$ cat config.mk
export PLATFORM = sky130hd
export DESIGN_NAME = inst_header_encoder
export DESIGN_NICKNAME = d
export VERILOG_FILES = /design/src/rtl/inst_header_encoder.sv
export SDC_FILE = /design/constraint.sdc
export NUM_CORES = 1
export LEC_CHECK = 0
export BUFFER_PORTS_ARGS = -buffer_cell sky130_fd_sc_hd__buf_4
export CAP_MARGIN = 20
export CORE_AREA = 5 5 71 138
export DETAILED_ROUTE_END_ITERATION = 10
export DIE_AREA = 0 0 76 143
export PLACE_DENSITY = 0.67
export SETUP_SLACK_MARGIN = 0.1
export SYNTH_ARGS = -nofsm -noshare
export SYNTH_HDL_FRONTEND = slang
export SYNTH_SLANG_ARGS = --single-unit
$ cat constraint.sdc
create_clock -name clk -period 7 [get_ports clk]
set_clock_uncertainty 0.15 [all_clocks]
set_input_delay 1.75 -clock clk [delete_from_list [all_inputs] [get_ports clk]]
set_output_delay 1.75 -clock clk [all_outputs]
set_load 0.03 [all_outputs]
$ cat src/rtl/inst_header_encoder.sv
// Instruction header encoder: encodes mnemonic requests into 10-bit headers, queues them
// in a FIFO and streams them with an instruction-memory address. Option macro: HDR_PARITY_EN.
module inst_header_encoder #(
  parameter int DEPTH  = 4,
  parameter int ADDR_W = 8,
  parameter int ERR_W  = 4
) (
  input  logic              clk,
  input  logic              rst_n,
  input  logic              i_flush,
  input  logic              i_req_valid,
  output logic              o_req_ready,
  input  logic [3:0]        i_req_op,
  input  logic              i_req_imm,
  input  logic [2:0]        i_req_cond,
  output logic              o_hdr_valid,
  input  logic              i_hdr_ready,
  output logic [9:0]        o_hdr_data,
  output logic [ADDR_W-1:0] o_hdr_addr,
  output logic [ERR_W-1:0]  o_err_count
`ifdef HDR_PARITY_EN
  ,
  output logic              o_hdr_parity
`endif
);

  localparam int HDR_W = 10;
`ifdef HDR_PARITY_EN
  localparam int ENTRY_W = HDR_W + 1;
`else
  localparam int ENTRY_W = HDR_W;
`endif
  localparam int PTR_W = $clog2(DEPTH);
  localparam int CNT_W = PTR_W + 1;

  typedef enum logic [3:0] {
    OP_NOP = 4'd0, OP_SUB = 4'd1, OP_ADD = 4'd2, OP_MOV = 4'd3, OP_CMP = 4'd4,
    OP_AVR = 4'd5, OP_CUM = 4'd6, OP_STR = 4'd7, OP_LDR = 4'd8, OP_B   = 4'd9
  } op_e;

  logic [ENTRY_W-1:0] r_mem [DEPTH];
  logic [PTR_W-1:0]   r_wr_ptr, r_rd_ptr;
  logic [CNT_W-1:0]   r_count;
  logic [ENTRY_W-1:0] r_head;
  logic [ADDR_W-1:0]  r_addr;
  logic [ERR_W-1:0]   r_err;

  logic [HDR_W-1:0]   w_hdr;
  logic [ENTRY_W-1:0] w_entry;
  logic               w_legal;
  logic               w_full, w_accept, w_push, w_pop, w_head_is_new;
  logic [PTR_W-1:0]   w_rd_nx;
  logic [CNT_W-1:0]   w_count_nx;
  logic [ENTRY_W-1:0] w_head_nx;

  // NOTE: every combinational output gets a default first so no path can infer a latch.
  always_comb begin
    w_hdr   = '0;
    w_legal = 1'b1;
    case (op_e'(i_req_op))
      OP_SUB:  w_hdr = {5'b0, i_req_imm, 4'h1};
      OP_ADD:  w_hdr = {5'b0, i_req_imm, 4'h2};
      OP_MOV:  w_hdr = {5'b0, i_req_imm, 4'h3};
      OP_CMP:  w_hdr = {5'b0, i_req_imm, 4'h7};
      OP_AVR:  begin w_hdr = 10'h00A; w_legal = !i_req_imm; end
      OP_CUM:  begin w_hdr = 10'h00B; w_legal = !i_req_imm; end
      OP_STR:  w_hdr = 10'h020;
      OP_LDR:  w_hdr = 10'h038;
      OP_B:    w_hdr = {i_req_cond, 7'h40};
      OP_NOP:  w_hdr = 10'h060;
      default: w_legal = 1'b0;
    endcase
  end

`ifdef HDR_PARITY_EN
  assign w_entry = {^w_hdr, w_hdr};
`else
  assign w_entry = w_hdr;
`endif

  // Ready comes from the registered count, so a same-cycle pop never frees a slot early.
  assign w_full      = (r_count == CNT_W'(DEPTH));
  assign o_req_ready = !w_full && !i_flush;
  assign w_accept    = i_req_valid && o_req_ready;
  assign w_push      = w_accept && w_legal;
  assign w_pop       = (r_count != '0) && i_hdr_ready && !i_flush;

  assign w_rd_nx       = r_rd_ptr + PTR_W'(w_pop);
  assign w_count_nx    = r_count + CNT_W'(w_push) - CNT_W'(w_pop);
  assign w_head_is_new = w_push && (r_count == CNT_W'(w_pop));
  assign w_head_nx     = w_head_is_new ? w_entry : r_mem[w_rd_nx];

  // NOTE: the storage array has no reset; validity is tracked by r_count alone.
  always_ff @(posedge clk) begin
    if (w_push) r_mem[r_wr_ptr] <= w_entry;
  end

  // NOTE: sequential state uses non-blocking assignments so all registers update together.
  always_ff @(posedge clk or negedge rst_n) begin
    if (!rst_n) begin
      r_wr_ptr <= '0;
      r_rd_ptr <= '0;
      r_count  <= '0;
      r_head   <= '0;
      r_addr   <= '0;
      r_err    <= '0;
    end else begin
      if (i_flush) begin
        r_wr_ptr <= '0;
        r_rd_ptr <= '0;
        r_count  <= '0;
        r_addr   <= '0;
      end else begin
        if (w_push) r_wr_ptr <= r_wr_ptr + PTR_W'(1);
        if (w_pop) begin
          r_rd_ptr <= w_rd_nx;
          r_addr   <= r_addr + ADDR_W'(1);
        end
        r_count <= w_count_nx;
        // Head register holds its last value once the FIFO drains.
        if (w_count_nx != '0) r_head <= w_head_nx;
      end
      if (w_accept && !w_legal && (r_err != {ERR_W{1'b1}}))
        r_err <= r_err + ERR_W'(1);
    end
  end

  assign o_hdr_valid = (r_count != '0);
  assign o_hdr_data  = r_head[HDR_W-1:0];
  assign o_hdr_addr  = r_addr;
  assign o_err_count = r_err;
`ifdef HDR_PARITY_EN
  assign o_hdr_parity = r_head[HDR_W];
`endif

endmodule

==> summary.md <==
| Metric | Value |
|---|---|
| Status | `finished clean` |
| Critical path's most frequent cell | `inv_1` |
| Tightest Hold Check Type | `flip-flop to flip-flop` |
| Num CTS Buffers | `9` |
| Placeable Area | `0.008588 mm^2` |
| CTS tree | `done` |
| Residual DRC | `0` |
| Root Buffer | `clkbuf_16` |
| Gate power share | `a little under a third` |
| Share of cells above drive strength 1 | `28.03%` |
| Initial Util | `about two fifths` |
| PwrDens | `~360 mW/mm^2` |
| Slowest CP cell | `nand3_1` |
| Relative slew slack | `about half` |
| Top FF cell, synth | `edfxtp_1` |
| Flip-flop and latch area | `0.001927 mm^2` |
| DR WL/cell | `17.61 um` |
| Resize count post-CTS | `0` |
| Detailed Route WL | `approximately 7 mm` |
| Post-Syn Nets | `around 270` |
| Synth Cell Area | `about 0.0034 mm^2` |
| Crit path max fanout | `16` |
| Min Tclk post-route | `4.655 ns` |
| Unique masters post-synth | `48` |
| Placer Congestion | `0.7180` |
| Largest net degree at the start of global routing | `30` |
| DR iter-0 viols | `93` |
| Post-Layout Cell Count | `around 400` |
| Gate Count Post-Synth | `~250` |
| Router iterations before antenna repair | `4` |
| Final period utilization | `between 60% and 70%` |
| Synth Area per Inst | `around 13 um^2` |
| CP Data Arrival Time | `4.76 ns` |
| Vias in the first global route | `around 2,200` |
| P_leak | `1.524 nW` |
| Seq pwr share | `37.9%` |
| Setup TNS | `0 ns` |
| Yosys Warn Count | `0` |
| Final ANT Viol Nets | `0` |
| Crit end category | `flip-flop` |
| DR vias | `roughly 2,100` |
| Min-delay src | `o_err_count[0]` |
| Most frequent cells in the layout | `edfxtp_1, buf_4, dfrtp_1` |
| Final #Nets | `~310` |
| Row Count | `between 40 and 50` |
| Clock Power Share | `between 30% and 40%` |
| Area of the multi-input gates | `around 0.0013 mm^2` |
| Final setup viols | `0` |
| DIE AREA | `between 0.01 and 0.015 mm^2` |
| Clock Sinks | `just under 70` |
| IO buf count | `36` |
| # diodes | `0` |
| Clock buffer depth | `2` |
| Reg clk slew, reported paths | `0.06 ns` |
| Net switching power | `approximately 0.48 mW` |
| Max_cap viols | `0` |
| Die Y | `about 140 um` |
| H-tree depth | `3` |
| Critical Path, Cell by Cell | `buf_4, o21ai_0, nand3_1, nor2_1, inv_1, ha_1, inv_1, ha_1, inv_1, fa_1, xnor3_1, a31oi_2, buf_6, nor2_1, a31oi_2` |
| GRT Overall Usage | `13.64%` |
| Final hold violation count | `0` |
| IO Count | `37` |
| Commonest non-fill, non-tap cell in the layout | `edfxtp_1` |
| RSZ-0062 raised after global routing | `false` |
| Slew @ Worst Pin | `0.7310 ns` |
| Startpoint Class | `primary input` |
| Critical Path RT | `slightly above 7 ns` |
| FILL cells | `roughly 760` |
| P_int | `between 0.9 and 1 mW` |
| Dpl cells | `around 370` |
| Die X-Extent | `76 um` |
| Achievable Freq | `0.2148 GHz` |
| Peak VDD IR | `about 180 uV` |
| Sw frac | `33.72%` |
| Dpl hpwl | `between 5 and 6 mm` |
| Synth-to-Final Area Change | `18.61%` |
| Post-CTS setup buffers | `0` |
| Grt ovf | `0` |
| Post-synth ARST share | `between 40% and 50%` |
| CTS Hold Bufs | `0` |
| Final slew viol count | `0` |
| Initial antenna violation count | `0` |
| Worst Setup SP | `i_req_op[1]` |
| Flop and latch count out of synthesis | `a little under 70` |
| Largest stage delay, worst path | `between 0.4 and 0.5 ns` |
| Worst skew pair latency | `around 0.34 ns` |
| Sequential share of the synthesized area | `between 50% and 60%` |
| Post-synth EDFFs | `40` |
| Critical path class | `primary input to flip-flop` |
| First-pass GRT wire length | `about 11 mm` |
| DR vias/cell | `roughly 5.4` |
| Reg-to-Reg Start | `r_count[1]` |
stage by stage:
step	hold WS, ns	cell area [um^2]	setup WS [ns]	util, %	power, mW
4_1_cts	0.3776	3968	1.963	46.20	1.441
3_3_place_gp	0.3538	3666	1.689	42.69	0.9806
5_1_grt	0.3914	3979	2.135	46.33	1.498
2_1_floorplan	0.3429	3354	2.512	-	0.8660
3_5_place_dp	0.3571	3666	1.614	42.69	0.9920
6_report	0.3776	3979	2.345	46.33	1.432
final timing paths:
kind | slack [ns] | cells past startpoint | to
min in group asynchronous | 1.18 | 1 | o_hdr_data[0]
worst min register to register | 0.38 | 1 | o_err_count[0]
max in group asynchronous | 5.22 | 1 | o_err_count[1]
worst max-delay path | 2.34 | 15 | o_hdr_data[8]
worst min-delay path | 0.38 | 1 | o_err_count[0]
worst max register to register | 3.63 | 12 | o_hdr_data[8]
synthesized netlist by cell type (2+ instances only):
| cell type | n | area (um^2) |
|---|---|---|
| a21oi_1 | 3 | 15.01 |
| a31oi_1 | 2 | 12.51 |
| a31oi_2 | 10 | 125.1 |
| and2_1 | 4 | 25.02 |
| and3_1 | 7 | 43.79 |
| buf_2 | 7 | 35.03 |
| buf_4 | 3 | 22.52 |
| clkbuf_1 | 4 | 15.01 |
| dfrtp_1 | 29 | 725.7 |
| edfxtp_1 | 40 | 1201 |
| ha_1 | 9 | 112.6 |
| inv_1 | 6 | 22.52 |
| mux2i_1 | 2 | 20.02 |
| mux4_1 | 2 | 52.55 |
| mux4_2 | 8 | 180.2 |
| nand2_1 | 4 | 15.01 |
| nand2b_1 | 4 | 25.02 |
| nand3_1 | 13 | 65.06 |
| nand3b_1 | 2 | 15.01 |
| nand4_1 | 6 | 37.54 |
| nand4b_1 | 2 | 17.52 |
| nor2_1 | 27 | 101.4 |
| nor2_2 | 2 | 12.51 |
| nor2b_1 | 2 | 12.51 |
| nor3_1 | 2 | 10.01 |
| o211ai_1 | 2 | 15.01 |
| o21ai_0 | 14 | 70.07 |
| or2_2 | 4 | 25.02 |
| or3_1 | 2 | 12.51 |
| xnor2_1 | 5 | 43.79 |
| xor2_1 | 7 | 61.31 |
critical path, delay by kind of cell:
kind            cells  cell delay, ns
buf+inv             5            0.55
simple gates        3            0.75
compound gates      3            0.73
xor+xnor            1            0.22
fa+ha+maj           3            0.75
state kept, by name, summed over array words and instances (netlist names):
| name | flops |
|---|---|
| r_mem | 40 |
| r_count | 3 |
| o_err_count | 4 |
| r_wr_ptr | 2 |
| o_hdr_data | 10 |
| o_hdr_addr | 8 |
| r_rd_ptr | 2 |
cells by family (layout without fill, tap and decap cells):
| group | Yosys count | in the layout | share of synthesized area, % |
|---|---|---|---|
| compound gates | 38 | 38 | 9.474 |
| xor+xnor | 14 | 14 | 4.290 |
| fa+ha+maj | 10 | 10 | 3.954 |
| buf+inv | 21 | 59 | 3.170 |
| flops | 69 | 69 | 57.44 |
| mux | 13 | 13 | 7.870 |
| simple gates | 86 | 86 | 13.80 |
final cells by class:
class,instances,share of cell area (%)
repair buffers,37,7.075
flip-flops and latches,69,48.43
clock buffers,9,5.660
clock inverters,7,1.918
well taps,100,3.145
inverters,6,0.5660
multi-input cells,161,33.21
routing by layer:
metal / global-route usage (%) / wire length (um)
met5: 0 / 0
met4: 7.692 / 209
met3: 4.356 / 296
met2: 24.82 / 3840
met1: 13.36 / 2504
power by group through the flow:
stage	registers [mW]	logic, mW	clock network (mW)
final	0.543	0.442	0.447
after global routing	0.550	0.478	0.470
after CTS	0.543	0.442	0.456
after detailed placement	0.551	0.441	0
after global placement	0.548	0.433	0
after floorplan	0.616	0.250	0
Power figures use the tool's default switching activity.
